**src/rtl/alu_md_control_pkg.sv**
```systemverilog
// Shared constants for the ALU control decoder and the multiply/divide sequencer:
// ALUOp values, funct fields, ALU control codes and the sequencer state type.
package alu_pkg;

    localparam logic [1:0] ALUOP_ADD   = 2'b00;
    localparam logic [1:0] ALUOP_SUB   = 2'b01;
    localparam logic [1:0] ALUOP_RTYPE = 2'b10;
    localparam logic [1:0] ALUOP_SLT   = 2'b11;

    localparam logic [5:0] F_ADD  = 6'b100000;
    localparam logic [5:0] F_ADDU = 6'b100001;
    localparam logic [5:0] F_SUB  = 6'b100010;
    localparam logic [5:0] F_SUBU = 6'b100011;
    localparam logic [5:0] F_AND  = 6'b100100;
    localparam logic [5:0] F_OR   = 6'b100101;
    localparam logic [5:0] F_XOR  = 6'b100110;
    localparam logic [5:0] F_NOR  = 6'b100111;
    localparam logic [5:0] F_SLT  = 6'b101010;
    localparam logic [5:0] F_SLTU = 6'b101011;
    localparam logic [5:0] F_SLL  = 6'b000000;
    localparam logic [5:0] F_SRL  = 6'b000010;
    localparam logic [5:0] F_SRA  = 6'b000011;

    localparam logic [5:0] F_MFHI  = 6'b010000;
    localparam logic [5:0] F_MTHI  = 6'b010001;
    localparam logic [5:0] F_MFLO  = 6'b010010;
    localparam logic [5:0] F_MTLO  = 6'b010011;
    localparam logic [5:0] F_MULT  = 6'b011000;
    localparam logic [5:0] F_MULTU = 6'b011001;
    localparam logic [5:0] F_DIV   = 6'b011010;
    localparam logic [5:0] F_DIVU  = 6'b011011;

    localparam logic [3:0] ALU_AND  = 4'b0000;
    localparam logic [3:0] ALU_OR   = 4'b0001;
    localparam logic [3:0] ALU_ADD  = 4'b0010;
    localparam logic [3:0] ALU_XOR  = 4'b0011;
    localparam logic [3:0] ALU_SUB  = 4'b0110;
    localparam logic [3:0] ALU_SLT  = 4'b0111;
    localparam logic [3:0] ALU_SLTU = 4'b1000;
    localparam logic [3:0] ALU_SLL  = 4'b1001;
    localparam logic [3:0] ALU_SRL  = 4'b1010;
    localparam logic [3:0] ALU_SRA  = 4'b1011;
    localparam logic [3:0] ALU_NOR  = 4'b1100;

    typedef enum logic [1:0] {
        MD_IDLE = 2'b00,
        MD_MUL  = 2'b01,
        MD_DIV  = 2'b10,
        MD_FIX  = 2'b11
    } md_state_t;

    // MD opcodes occupy funct 0100xx (HI/LO moves) and 0110xx (mult/div).
    function automatic logic is_md_funct(input logic [5:0] f);
        return (f[5:2] == 4'b0100) || (f[5:2] == 4'b0110);
    endfunction

    function automatic logic is_muldiv_funct(input logic [5:0] f);
        return f[5:2] == 4'b0110;
    endfunction

endpackage

```
**src/rtl/alu_md_control_if.sv**
```systemverilog
// Bus between the main control / register read stage and the ALU control block.
interface alu_md_control_if #(
    parameter int DATA_W   = 32,
    parameter int ALUCTL_W = 4
) ();
    logic                valid_in;
    logic [1:0]          alu_op;
    logic [5:0]          funct;
    logic [DATA_W-1:0]   opnd_a;
    logic [DATA_W-1:0]   opnd_b;
    logic [ALUCTL_W-1:0] alu_ctl;
    logic                stall;
    logic                md_busy;
    logic                md_done;
    logic                hilo_rd_en;
    logic [DATA_W-1:0]   hilo_rd;

    modport master (
        output valid_in, alu_op, funct, opnd_a, opnd_b,
        input  alu_ctl, stall, md_busy, md_done, hilo_rd_en, hilo_rd
    );

    modport slave (
        input  valid_in, alu_op, funct, opnd_a, opnd_b,
        output alu_ctl, stall, md_busy, md_done, hilo_rd_en, hilo_rd
    );
endinterface

```
**src/rtl/alu_md_control_md_seq.sv**
```systemverilog
// Iterative multiply/divide sequencer: shift-add multiply, restoring divide,
// sign fix-up on magnitudes, and the HI/LO register pair.
module md_seq
    import alu_pkg::*;
#(
    parameter int DATA_W = 32
) (
    input  logic              i_clk,
    input  logic              i_rst_n,
    input  logic              i_start,
    input  logic              i_is_div,
    input  logic              i_signed,
    input  logic [DATA_W-1:0] i_opnd_a,
    input  logic [DATA_W-1:0] i_opnd_b,
    input  logic              i_wr_hi,
    input  logic              i_wr_lo,
    input  logic [DATA_W-1:0] i_wr_data,
    output logic              o_busy,
    output logic              o_done,
    output logic [DATA_W-1:0] o_hi,
    output logic [DATA_W-1:0] o_lo
);
    localparam int CNT_W = $clog2(DATA_W);

    md_state_t             r_state, w_state_nxt;
    logic [CNT_W-1:0]      r_cnt;
    logic [2*DATA_W-1:0]   r_acc;
    logic [DATA_W-1:0]     r_opnd_b, r_hi, r_lo;
    logic                  r_is_div, r_neg_q, r_neg_r, r_dz;

    logic                  w_sign_a, w_sign_b, w_dz;
    logic [DATA_W:0]       w_mul_sum, w_rem_sh, w_rem_sub;
    logic [2*DATA_W-1:0]   w_mul_nxt, w_div_nxt, w_prod;
    logic [DATA_W-1:0]     w_fix_hi, w_fix_lo;

    function automatic logic [DATA_W-1:0] mag(input logic [DATA_W-1:0] v, input logic sgn);
        return (sgn && v[DATA_W-1]) ? -v : v;
    endfunction

    function automatic logic [DATA_W-1:0] cneg(input logic [DATA_W-1:0] v, input logic neg);
        return neg ? -v : v;
    endfunction

    function automatic logic [2*DATA_W-1:0] cneg2(input logic [2*DATA_W-1:0] v, input logic neg);
        return neg ? -v : v;
    endfunction

    assign w_sign_a = i_signed & i_opnd_a[DATA_W-1];
    assign w_sign_b = i_signed & i_opnd_b[DATA_W-1];
    assign w_dz     = i_is_div & (i_opnd_b == '0);

    // Multiply: acc = {partial product, remaining multiplier bits}, shifted right each step.
    assign w_mul_sum = {1'b0, r_acc[2*DATA_W-1:DATA_W]} + (r_acc[0] ? {1'b0, r_opnd_b} : '0);
    assign w_mul_nxt = {w_mul_sum, r_acc[DATA_W-1:1]};

    // Divide: acc = {partial remainder, dividend/quotient bits}, shifted left each step.
    assign w_rem_sh  = r_acc[2*DATA_W-1:DATA_W-1];
    assign w_rem_sub = w_rem_sh - {1'b0, r_opnd_b};
    assign w_div_nxt = w_rem_sub[DATA_W]
                     ? {w_rem_sh[DATA_W-1:0],  r_acc[DATA_W-2:0], 1'b0}
                     : {w_rem_sub[DATA_W-1:0], r_acc[DATA_W-2:0], 1'b1};

    assign w_prod   = cneg2(r_acc, r_neg_q);
    assign w_fix_hi = r_dz     ? r_acc[2*DATA_W-1:DATA_W]
                    : r_is_div ? cneg(r_acc[2*DATA_W-1:DATA_W], r_neg_r)
                    :            w_prod[2*DATA_W-1:DATA_W];
    assign w_fix_lo = r_dz     ? r_acc[DATA_W-1:0]
                    : r_is_div ? cneg(r_acc[DATA_W-1:0], r_neg_q)
                    :            w_prod[DATA_W-1:0];

    always_ff @(posedge i_clk) begin
        if (!i_rst_n) r_state <= MD_IDLE;
        else          r_state <= w_state_nxt;
    end

    always_comb begin
        w_state_nxt = r_state;
        o_busy      = 1'b1;
        o_done      = 1'b0;
        case (r_state)
            MD_IDLE: begin
                o_busy = 1'b0;
                if (i_start) w_state_nxt = w_dz ? MD_FIX : (i_is_div ? MD_DIV : MD_MUL);
            end
            MD_MUL, MD_DIV: if (r_cnt == '0) w_state_nxt = MD_FIX;
            MD_FIX: begin
                o_done      = 1'b1;
                w_state_nxt = MD_IDLE;
            end
            default: w_state_nxt = MD_IDLE;
        endcase
    end

    always_ff @(posedge i_clk) begin
        if (!i_rst_n) begin
            r_acc    <= '0;
            r_cnt    <= '0;
            r_hi     <= '0;
            r_lo     <= '0;
            r_opnd_b <= '0;
            r_is_div <= 1'b0;
            r_neg_q  <= 1'b0;
            r_neg_r  <= 1'b0;
            r_dz     <= 1'b0;
        end else begin
            case (r_state)
                MD_IDLE: if (i_start) begin
                    r_opnd_b <= mag(i_opnd_b, i_signed);
                    r_is_div <= i_is_div;
                    r_dz     <= w_dz;
                    r_neg_q  <= w_sign_a ^ w_sign_b;
                    r_neg_r  <= w_sign_a;
                    r_cnt    <= CNT_W'(DATA_W-1);
                    r_acc    <= w_dz ? {i_opnd_a, {DATA_W{1'b1}}}
                                     : {{DATA_W{1'b0}}, mag(i_opnd_a, i_signed)};
                end
                MD_MUL: begin
                    r_acc <= w_mul_nxt;
                    r_cnt <= r_cnt - CNT_W'(1);
                end
                MD_DIV: begin
                    r_acc <= w_div_nxt;
                    r_cnt <= r_cnt - CNT_W'(1);
                end
                MD_FIX: begin
                    r_hi <= w_fix_hi;
                    r_lo <= w_fix_lo;
                end
                default: ;
            endcase
            // Moves only happen while idle, so they never collide with the FIX write.
            if (i_wr_hi) r_hi <= i_wr_data;
            if (i_wr_lo) r_lo <= i_wr_data;
        end
    end

    assign o_hi = r_hi;
    assign o_lo = r_lo;

endmodule

```
**src/rtl/alu_md_control.sv**
```systemverilog
// ALU control decoder with pipeline stall logic and an optional output register;
// multi-cycle multiply/divide and HI/LO live in md_seq.
module alu_md_control
    import alu_pkg::*;
#(
    parameter int DATA_W   = 32,
    parameter int ALUCTL_W = 4,
    parameter int REG_CTL  = 0
) (
    input  logic            clk,
    input  logic            rst_n,
    alu_md_control_if.slave bus
);
    logic                w_rtype, w_md, w_muldiv, w_stall, w_go, w_busy;
    logic [ALUCTL_W-1:0] w_ctl_dec;
    logic [DATA_W-1:0]   w_hi, w_lo;

    function automatic logic [3:0] decode(input logic [1:0] op, input logic [5:0] f);
        logic [3:0] c;
        c = ALU_ADD;
        case (op)
            ALUOP_SUB: c = ALU_SUB;
            ALUOP_SLT: c = ALU_SLT;
            ALUOP_RTYPE: begin
                case (f)
                    F_ADD, F_ADDU: c = ALU_ADD;
                    F_SUB, F_SUBU: c = ALU_SUB;
                    F_AND:         c = ALU_AND;
                    F_OR:          c = ALU_OR;
                    F_XOR:         c = ALU_XOR;
                    F_NOR:         c = ALU_NOR;
                    F_SLT:         c = ALU_SLT;
                    F_SLTU:        c = ALU_SLTU;
                    F_SLL:         c = ALU_SLL;
                    F_SRL:         c = ALU_SRL;
                    F_SRA:         c = ALU_SRA;
                    default:       c = ALU_ADD;
                endcase
            end
            default: c = ALU_ADD;
        endcase
        return c;
    endfunction

    assign w_ctl_dec = decode(bus.alu_op, bus.funct);
    assign w_rtype   = bus.alu_op == ALUOP_RTYPE;
    assign w_md      = w_rtype & is_md_funct(bus.funct);
    assign w_muldiv  = w_rtype & is_muldiv_funct(bus.funct);
    // An MD op seen while the sequencer is busy is held in EX until it drains.
    assign w_stall   = bus.valid_in & w_busy & w_md;
    assign w_go      = bus.valid_in & w_rtype & ~w_stall;

    md_seq #(.DATA_W(DATA_W)) u_md_seq (
        .i_clk     (clk),
        .i_rst_n   (rst_n),
        .i_start   (w_go & w_muldiv),
        .i_is_div  (bus.funct[1]),
        .i_signed  (~bus.funct[0]),
        .i_opnd_a  (bus.opnd_a),
        .i_opnd_b  (bus.opnd_b),
        .i_wr_hi   (w_go & (bus.funct == F_MTHI)),
        .i_wr_lo   (w_go & (bus.funct == F_MTLO)),
        .i_wr_data (bus.opnd_a),
        .o_busy    (w_busy),
        .o_done    (bus.md_done),
        .o_hi      (w_hi),
        .o_lo      (w_lo)
    );

    assign bus.stall      = w_stall;
    assign bus.md_busy    = w_busy;
    assign bus.hilo_rd_en = w_go & ((bus.funct == F_MFHI) | (bus.funct == F_MFLO));
    assign bus.hilo_rd    = bus.funct[1] ? w_lo : w_hi;

    generate
        if (REG_CTL != 0) begin : g_reg_ctl
            logic [ALUCTL_W-1:0] r_alu_ctl;
            always_ff @(posedge clk) begin
                if (!rst_n)        r_alu_ctl <= ALU_ADD;
                else if (!w_stall) r_alu_ctl <= w_ctl_dec;
            end
            assign bus.alu_ctl = r_alu_ctl;
        end else begin : g_comb_ctl
            assign bus.alu_ctl = w_ctl_dec;
        end
    endgenerate

endmodule

```
**src/flat_wrapper.sv**
```systemverilog
// flat-port wrapper written by rule: the top's interface ports become plain ports
module alu_md_control_flat import alu_pkg::*;
#(
    parameter int DATA_W   = 32,
    parameter int ALUCTL_W = 4,
    parameter int REG_CTL  = 0
)
  (clk, rst_n, bus_valid_in, bus_alu_op, bus_funct, bus_opnd_a, bus_opnd_b, bus_alu_ctl, bus_stall, bus_md_busy, bus_md_done, bus_hilo_rd_en, bus_hilo_rd);
  alu_md_control_if #(.DATA_W(DATA_W), .ALUCTL_W(ALUCTL_W)) bus_i ();
  input  logic clk;
  input  logic rst_n;
  input wire logic [$bits(bus_i.valid_in)-1:0] bus_valid_in;
  input wire logic [$bits(bus_i.alu_op)-1:0] bus_alu_op;
  input wire logic [$bits(bus_i.funct)-1:0] bus_funct;
  input wire logic [$bits(bus_i.opnd_a)-1:0] bus_opnd_a;
  input wire logic [$bits(bus_i.opnd_b)-1:0] bus_opnd_b;
  output wire logic [$bits(bus_i.alu_ctl)-1:0] bus_alu_ctl;
  output wire logic [$bits(bus_i.stall)-1:0] bus_stall;
  output wire logic [$bits(bus_i.md_busy)-1:0] bus_md_busy;
  output wire logic [$bits(bus_i.md_done)-1:0] bus_md_done;
  output wire logic [$bits(bus_i.hilo_rd_en)-1:0] bus_hilo_rd_en;
  output wire logic [$bits(bus_i.hilo_rd)-1:0] bus_hilo_rd;
  assign bus_i.valid_in = bus_valid_in;
  assign bus_i.alu_op = bus_alu_op;
  assign bus_i.funct = bus_funct;
  assign bus_i.opnd_a = bus_opnd_a;
  assign bus_i.opnd_b = bus_opnd_b;
  assign bus_alu_ctl = bus_i.alu_ctl;
  assign bus_stall = bus_i.stall;
  assign bus_md_busy = bus_i.md_busy;
  assign bus_md_done = bus_i.md_done;
  assign bus_hilo_rd_en = bus_i.hilo_rd_en;
  assign bus_hilo_rd = bus_i.hilo_rd;
  alu_md_control #(.DATA_W(DATA_W), .ALUCTL_W(ALUCTL_W), .REG_CTL(REG_CTL)) u_core (.clk(clk), .rst_n(rst_n), .bus(bus_i));
endmodule
```
**config.mk**
```make
export PLATFORM = sky130hd
export DESIGN_NAME = alu_md_control_flat
export DESIGN_NICKNAME = d
export VERILOG_FILES = /design/src/rtl/alu_md_control_pkg.sv /design/src/rtl/alu_md_control_if.sv /design/src/rtl/alu_md_control_md_seq.sv /design/src/rtl/alu_md_control.sv /design/src/flat_wrapper.sv
export SDC_FILE = /design/constraint.sdc
export NUM_CORES = 1
export LEC_CHECK = 0
export CAP_MARGIN = 20
export CORE_MARGIN = 3
export CORE_UTILIZATION = 25
export DETAILED_ROUTE_END_ITERATION = 7
export GPL_TIMING_DRIVEN = 0
export PLACE_DENSITY = 0.48
export SYNTH_ARGS = -nofsm -noshare
export SYNTH_HDL_FRONTEND = slang
export SYNTH_SLANG_ARGS = --single-unit
```
**constraint.sdc**
```tcl
create_clock -name clk -period 4.75 [get_ports clk]
set_input_delay 0.475 -clock clk [delete_from_list [all_inputs] [get_ports clk]]
set_output_delay 0.475 -clock clk [all_outputs]
set_load 0.1 [all_outputs]
```
==> parameters.txt, run 1 <==
Parameter                              Value

Synth
  Sequential element share of the synthesized area ... a little under a quarter
  Number of synthesized flops with an enable pin ... 0
  Mean post-synth cell area ... about 7.4 µm²
  Post-synth top area cell ... sky130_fd_sc_hd__dfxtp_1
  Post-synth ARST share ... 0%
  Prevailing post-synth register cell ... sky130_fd_sc_hd__dfxtp_1
  Distinct cells, synth ... 88
  Gate count after technology mapping ... 2066
  Mapped Nets ... 2223
  Area of the mapped netlist ... 15200 µm²
  Warnings from Yosys ... 0
  Dominant cells by area after synthesis ... sky130_fd_sc_hd__dfxtp_1 23%, sky130_fd_sc_hd__a21oi_1 7.0%, sky130_fd_sc_hd__nor2_1 6.9%
  Number of flip-flops and latches in the synthesized netlist ... 171
  Proportion of netlist area held by the largest area contributor ... 22.5%

Power and ir drop
  Areal power density over the cells ... 500 nW/µm²
  Leak Pwr ... ~6.6 nW
  Worst supply voltage drop on vdd ... ~0.35 mV
  Power Total ... approximately 9 mW

STA
  Skew final ... ~0.012 ns
  Min cycle time layout ... about 4.6 ns
  Endpoints failing setup ... 0
  Max_slew headroom ... a little over a quarter
  Unrepaired setup endpoints after global routing ... no
  Hold Fails Final Rpt ... 0
  Hold Slack ... ~0.4 ns
  Peak Freq ... roughly 0.22 GHz
  Share of the clock period used by the worst path ... ~96%
  Measured slew at the worst slew-check pin ... 1.10 ns
  Final number of max-transition violations ... 0

Floorplan
  Overall die height ... approximately 250 µm
  Top Ports ... between 100 and 150
  Initial core utilization ... ~25%
  Placeable core area ... 59600 µm²
  Number of core rows ... between 80 and 90
  Die Footprint ... about 64000 µm²
  Horizontal die dimension ... 252 µm

Routing
  Detailed-route wire length per cell ... 24.9 µm
  Remaining DRCs ... 0
  DRC marker count from the first detailed-route iteration ... ~1500
  Iteration count of the initial detailed-routing pass ... 7
  Antenna-violating nets left ... 0
  Avg Vias per Cell ... about 5.7
  Total wire length after detailed routing ... 74200 µm
  Vias post-DR ... approximately 17000

Final layout
  Final cell count without fillers ... around 3000
  Most frequent cells in the layout ... 278 x sky130_fd_sc_hd__nor2_1, 211 x sky130_fd_sc_hd__a21oi_1, 171 x sky130_fd_sc_hd__dfxtp_1
  Number of antenna cells inserted ... 0
  Fillers ... 6539
  Ratio of cells with drive above 1 in the final layout ... roughly 5.8%
  Total number of nets in the final design ... about 2400
  Most frequent standard cell in the layout excluding fill and tap cells ... sky130_fd_sc_hd__nor2_1
  Post-layout util ... a little under a third
  Area growth from synthesis to layout ... 17.8%
  Final instance area ... 17900 µm²

Setup path
  Worst Path Max Fanout ... 10
  Critical setup path kind ... reg -> reg
  Worst Path Arrival ... roughly 5 ns
  Maximum cell stage delay along the critical path ... roughly 0.53 ns
  Required time at the worst-slack endpoint ... between 5 and 6 ns
  Type of element capturing the critical path ... flop
  CP Launch Type ... flop
  Number of cell instances on the worst register-to-register path ... 13
  Crit-path cells ... inv_1 -> ha_1 -> fa_1 -> nand2b_1 -> a21oi_1 -> o21a_1 -> a21bo_2 -> a41oi_2 -> xnor2_4 -> buf_2 -> mux2_2 -> a221oi_1 -> o21ai_0
  Highest-delay cell along the critical path ... sky130_fd_sc_hd__dfxtp_1

Clock tree
  H-tree levels ... 4
  Total number of clock tree sinks ... about 170
  Post-CTS clock slew at the launch and capture registers of the worst setup and hold paths ... 0.07 ns
  CTS Buf Count ... 17
  CTS Hold Buffers Added ... 0
  Clk Latency, worst-skew pair ... roughly 0.50 ns
  Clk buf depth ... 2
  Clock tree from TritonCTS ... yes
  Buffer cell driving the clock tree root ... sky130_fd_sc_hd__clkbuf_16

Placement
  Number of placed instances, taps included ... 2948
  Post-Place Cell Area ... 17200 µm²
  Number of buffers inserted by port buffering ... roughly 110
  RD Place Congestion ... 0.950
  Detailed placement HPWL ... 58700 µm

GRT
  Global-route wire length before repair ... ~110000 µm
  Overall routing resource usage ... 22.9%
  Number of global-route vias before repair ... 16500
  Remaining global-route overflow ... 0
  Largest net degree at the start of global routing ... 17
  Antenna violations before repair ... 2

Flow run
  Max Cap Viol ... 0

Worst hold path
  Worst min path class ... in -> reg
  Cell depth of the worst hold path ... 3

Outcome
  Result of the run ... finished clean
registers in the layout, summed over array words and instances, names as in the netlist:
| register | cells |
|---|---|
| u_core.u_md_seq.r_opnd_b | 32 |
| u_core.u_md_seq.r_cnt | 5 |
| u_core.u_md_seq.o_hi | 32 |
| u_core.u_md_seq.r_acc | 64 |
| u_core.u_md_seq.r_neg_r | 1 |
| u_core.u_md_seq.r_neg_q | 1 |
| u_core.u_md_seq.r_state | 2 |
| u_core.u_md_seq.o_lo | 32 |
| u_core.u_md_seq.r_dz | 1 |
| u_core.u_md_seq.r_is_div | 1 |
area by class of cell:
class,count,area (µm²),area share [%]
Multi-Input combinational cell,1670,10900,61.2
Sequential cell,171,3420,19.1
Timing Repair Buffer,112,1100,6.16
Tap cell,773,967,5.41
Buffer,151,582,3.25
Clock buffer,22,484,2.71
Inverter,74,278,1.55
Clock inverter,9,111,0.623
worst max-delay path, delay by kind of cell (launching register included):
kind                       cells  cell delay, ns
adders and majority gates      2            0.68
muxes                          1            0.37
and+or+nand+nor                1            0.21
xor gates and xnor gates       1            0.37
DFF                            1            0.53
buffers and inverters          2            0.57
AOI/OAI and AO/OA              6            1.70
synthesized netlist by cell type (all sizes together) (16+ instances only):
cell type  count
nand3         33
nor4          18
mux2i         20
o21ai        142
a221oi        37
o31ai         33
o211ai        17
mux2          46
a22oi         27
nand2b        17
a211oi        70
nor2         278
inv           73
clkbuf       142
ha            80
dfxtp        171
a21o          31
xnor2         85
nand2        143
a21oi        211
nor3          34
and2          16
xor2          74
or3           30
a31oi         16
power by group:
part / leakage (nW) / switching, mW / internal [mW]
combinational: 4.89 / 3.91 / 1.75
clock: 0.289 / 0.675 / 0.827
sequential: 1.38 / 0.203 / 1.58
total: 6.56 / 4.79 / 4.16
worst paths after layout:
| path | start | slack [ns] | endpoint |
|---|---|---|---|
| worst max-delay path | u_core.u_md_seq.r_acc[31]$_SDFFE_PN0P_ | 0.19 | u_core.u_md_seq.r_acc[45]$_SDFFE_PN0P_ |
| worst min-delay path | bus_opnd_a[28] | 0.40 | u_core.u_md_seq.o_hi[28]$_SDFFE_PN0P_ |
| worst max register to register | u_core.u_md_seq.r_acc[31]$_SDFFE_PN0P_ | 0.19 | u_core.u_md_seq.r_acc[45]$_SDFFE_PN0P_ |
| worst min register to register | u_core.u_md_seq.r_opnd_b[31]$_SDFFE_PN0P_ | 0.46 | u_core.u_md_seq.r_opnd_b[31]$_SDFFE_PN0P_ |
through the flow:
| stage | worst slack, ns | setup TNS (ns) |
|---|---|---|
| finish | 0.191 | 0 |
| global route | 0.0397 | 0 |
| CTS | 0.0813 | 0 |
| detailed placement | -0.229 | -1.66 |
| global placement | -0.152 | -0.988 |
| floorplan | 0.0288 | 0 |
layer usage:
layer,track usage [%],wire length [µm],vias up,share of wire [%]
li1,-,-,7832,-
met1,30.9,32500,8171,44
met2,36.9,33500,733,45
met3,3.41,5340,148,7.2
met4,9.18,2850,0,3.8
met5,0,0,-,0
repair_timing:
action / in CTS / in global routing
endpoints found under the setup margin: 18 / 21
resized for setup: 2 / 4
hold endpoints to repair: 0 / 0
buffers inserted: 0 / 3
pin swaps: 0 / 1
cloned: 0 / 0
kinds of logic (layout without fill, tap and decap cells):
kind of cell	count (synthesis)	in the layout	share of synthesized area (%)
muxes	66	66	4.73
adders and majority gates	82	82	6.85
DFF	171	171	22.5
xor gates and xnor gates	159	159	9.17
AOI/OAI and AO/OA	711	711	30.9
buffers and inverters	225	368	5.64
and+or+nand+nor	652	652	20.2
Note: power is estimated with default switching activity, not from simulation.
==> run 2, diff against run 1 <==
--- a/config.mk
+++ b/config.mk
@@ -6,7 +6,7 @@
 export NUM_CORES = 1
 export LEC_CHECK = 0
 export CAP_MARGIN = 20
-export CORE_MARGIN = 3
+export CORE_MARGIN = 2
 export CORE_UTILIZATION = 25
 export DETAILED_ROUTE_END_ITERATION = 7
 export GPL_TIMING_DRIVEN = 0
==> run 2 against run 1 <==
Via count decreased by 1.5%; global-route usage shrank 0.31 points; sequential share of layout area hardly changed; largest power group unchanged.
==> parameters.txt, run 2 (same netlist as run 1, synthesis figures left out) <==
Parameter                              Value

Setup path
  Critical setup path kind ... reg -> reg
  Crit-path cells ... inv_1 -> ha_1 -> fa_1 -> nand2b_1 -> a21oi_1 -> o21a_1 -> a21bo_2 -> a41oi_2 -> xnor2_4 -> buf_2 -> mux2_2 -> a221oi_1 -> o21ai_0
  Maximum cell stage delay along the critical path ... around 0.57 ns
  CP Launch Type ... flop
  Critical register-to-register path startpoint ... u_core.u_md_seq.r_acc[31]$_SDFFE_PN0P_
  Required time at the worst-slack endpoint ... around 5.1 ns
  Number of cell instances on the worst register-to-register path ... 13
  Type of element capturing the critical path ... flop
  Number of logic stages on the critical path including buffering ... 13
  Worst Path Arrival ... 4.89 ns
  Setup slack of the worst register-to-register path ... ~0.22 ns
  Crit. Startpoint ... u_core.u_md_seq.r_acc[31]$_SDFFE_PN0P_
  Worst Path Max Fanout ... 10
  Kind of cell with the highest combined delay on the critical path ... compound AO/OA/AOI/OAI gates
  CP bufs+invs ... 2
  Highest-delay cell along the critical path ... sky130_fd_sc_hd__dfxtp_1

Final layout
  Most frequent cells in the layout ... 278 x sky130_fd_sc_hd__nor2_1, 210 x sky130_fd_sc_hd__a21oi_1, 171 x sky130_fd_sc_hd__dfxtp_1
  Most frequent standard cell in the layout excluding fill and tap cells ... sky130_fd_sc_hd__nor2_1
  Area growth from synthesis to layout ... 17.6%
  Total number of nets in the final design ... approximately 2400
  Post-layout util ... between 20% and 30%
  Final cell count without fillers ... between 2000 and 3000
  Fillers ... roughly 6600
  Final instance area ... 17900 µm²
  Ratio of cells with drive above 1 in the final layout ... 5.71%
  Max FFs per register ... 64
  Register with the most flip-flops ... u_core.u_md_seq.r_acc

Routing
  Vias post-DR ... about 17000
  Iteration count of the initial detailed-routing pass ... 6
  Remaining DRCs ... 0
  DRC marker count from the first detailed-route iteration ... between 1500 and 2000
  Avg Vias per Cell ... 5.57
  Antenna-violating nets left ... 0
  Total wire length after detailed routing ... about 72000 µm
  Detailed-route wire length per cell ... 24.2 µm

Floorplan
  Die Footprint ... between 60000 and 70000 µm²
  Overall die height ... around 250 µm
  Horizontal die dimension ... 250 µm
  Initial core utilization ... between 20% and 30%
  Top Ports ... 115
  Placeable core area ... ~60000 µm²
  Number of core rows ... 90

Clock tree
  H-tree levels ... 4
  Clock tree from TritonCTS ... yes
  Clk buf depth ... 2
  Total number of clock tree sinks ... 171
  CTS Buf Count ... 17
  Number of setup buffers added after CTS ... 0
  Post-CTS clock slew at the launch and capture registers of the worst setup and hold paths ... approximately 0.08 ns
  Clk Latency, worst-skew pair ... 0.49 ns
  Buffer cell driving the clock tree root ... sky130_fd_sc_hd__clkbuf_16
  CTS Hold Buffers Added ... 0

GRT
  Met3 routing resource usage after global routing ... a little under 3%
  Global-route track usage on met1 ... slightly above 30%
  Antenna violations before repair ... 0
  Met2 track utilization from global routing ... a little under two fifths
  Peak-usage layer in the global routing report ... met2
  Largest net degree at the start of global routing ... 17
  Number of global-route vias before repair ... 16200
  Remaining global-route overflow ... 0
  Global-route wire length before repair ... around 110000 µm
  Overall routing resource usage ... 22.6%

Power and ir drop
  Design internal power ... 4.05 mW
  Switching power ... between 4 and 5 mW
  Power Total ... between 8 and 9 mW
  Power share of the sequential group ... between 20% and 30%
  Share of total power in the clock network ... roughly 17%
  Logic pwr share ... 63.0%
  Worst supply voltage drop on vdd ... slightly above 0.3 mV
  Net switching fraction of the power ... 54.2%
  Areal power density over the cells ... roughly 500 nW/µm²
  Leak Pwr ... between 6 and 7 nW

STA
  Measured slew at the worst slew-check pin ... 1.12 ns
  Min cycle time layout ... about 4.5 ns
  Hold Fails Final Rpt ... 0
  Peak Freq ... between 0.2 and 0.25 GHz
  Endpoints failing setup ... 0
  Skew final ... 0.0146 ns
  Share of the clock period used by the worst path ... 95.3%
  Unrepaired setup endpoints after global routing ... no
  Max_slew headroom ... between 20% and 30%
  Final number of max-transition violations ... 0

Placement
  Number of buffers inserted by port buffering ... between 100 and 150
  Detailed placement HPWL ... a little under 60000 µm
  Number of placed instances, taps included ... between 2000 and 3000
  RD Place Congestion ... approximately 0.94
  Post-Place Cell Area ... 17200 µm²

Flow run
  Max Cap Viol ... 0

Outcome
  Result of the run ... finished clean

Worst hold path
  Cell depth of the worst hold path ... 3
  Startpoint of the most critical hold path ... bus_opnd_a[29]
  Worst min path class ... in -> reg
run 2: cell count changes in the layout (fill, tap and decap cells not counted), sizes merged:
cell      delta
diode        +1
clkinvlp     +1
clkbuf       -3
buf          -5
clkinv       -1
inv          +5
run 2: final timing paths:
check / to
worst max-delay path: u_core.u_md_seq.r_acc[45]$_SDFFE_PN0P_
worst min-delay path: u_core.u_md_seq.o_lo[29]$_SDFFE_PN0P_
worst max register to register: u_core.u_md_seq.r_acc[45]$_SDFFE_PN0P_
worst min register to register: u_core.u_md_seq.r_opnd_b[31]$_SDFFE_PN0P_
run 2: layer usage:
metal  share of wire (%)  up-vias
met5                   0        -
met4                 3.0        0
met3                 5.7      104
met2                  46      657
met1                  45     8056
li1                    -     7821
run 2: tightest hold or removal path, stage by stage:
cell,delay (ns)
sky130_fd_sc_hd__buf_2,0.19
sky130_fd_sc_hd__a21oi_1,0.15
sky130_fd_sc_hd__nor2_1,0.05
run 2: layout make-up:
cell class	instances	area [µm²]	share of cell area [%]
Clock buffer	18	429	2.40
Tap cell	782	978	5.48
Multi-Input combinational cell	1670	10900	61.2
Timing Repair Buffer	108	1070	6.01
Antenna cell	1	2.50	0.0140
Clock inverter	14	159	0.890
Sequential cell	171	3420	19.2
Buffer	151	582	3.26
Inverter	74	278	1.56
run 2: through the flow:
stage / TNS [ns] / hold slack (ns) / worst slack (ns)
6_report: 0 / 0.420 / 0.224
5_1_grt: 0 / 0.444 / 0.0694
4_1_cts: 0 / 0.402 / 0.238
3_5_place_dp: -0.285 / 0.447 / -0.195
3_3_place_gp: -7.59 / 0.447 / -0.458
2_1_floorplan: 0 / 0.432 / 0.0288
run 2: power by group through the flow:
| stage | combinational, mW | clock, mW | sequential (mW) |
|---|---|---|---|
| 2_1_floorplan | 3.48 | 0 | 1.71 |
| 3_3_place_gp | 5.36 | 0 | 1.79 |
| 3_5_place_dp | 5.38 | 0 | 1.79 |
| 4_1_cts | 5.42 | 1.50 | 1.76 |
| 5_1_grt | 5.85 | 1.56 | 1.78 |
| 6_report | 5.57 | 1.50 | 1.77 |
run 2: what timing repair did:
action                     in CTS  in global routing
setup endpoints to repair       6                  5
gates resized for setup         2                  3
gates cloned                    0                  0
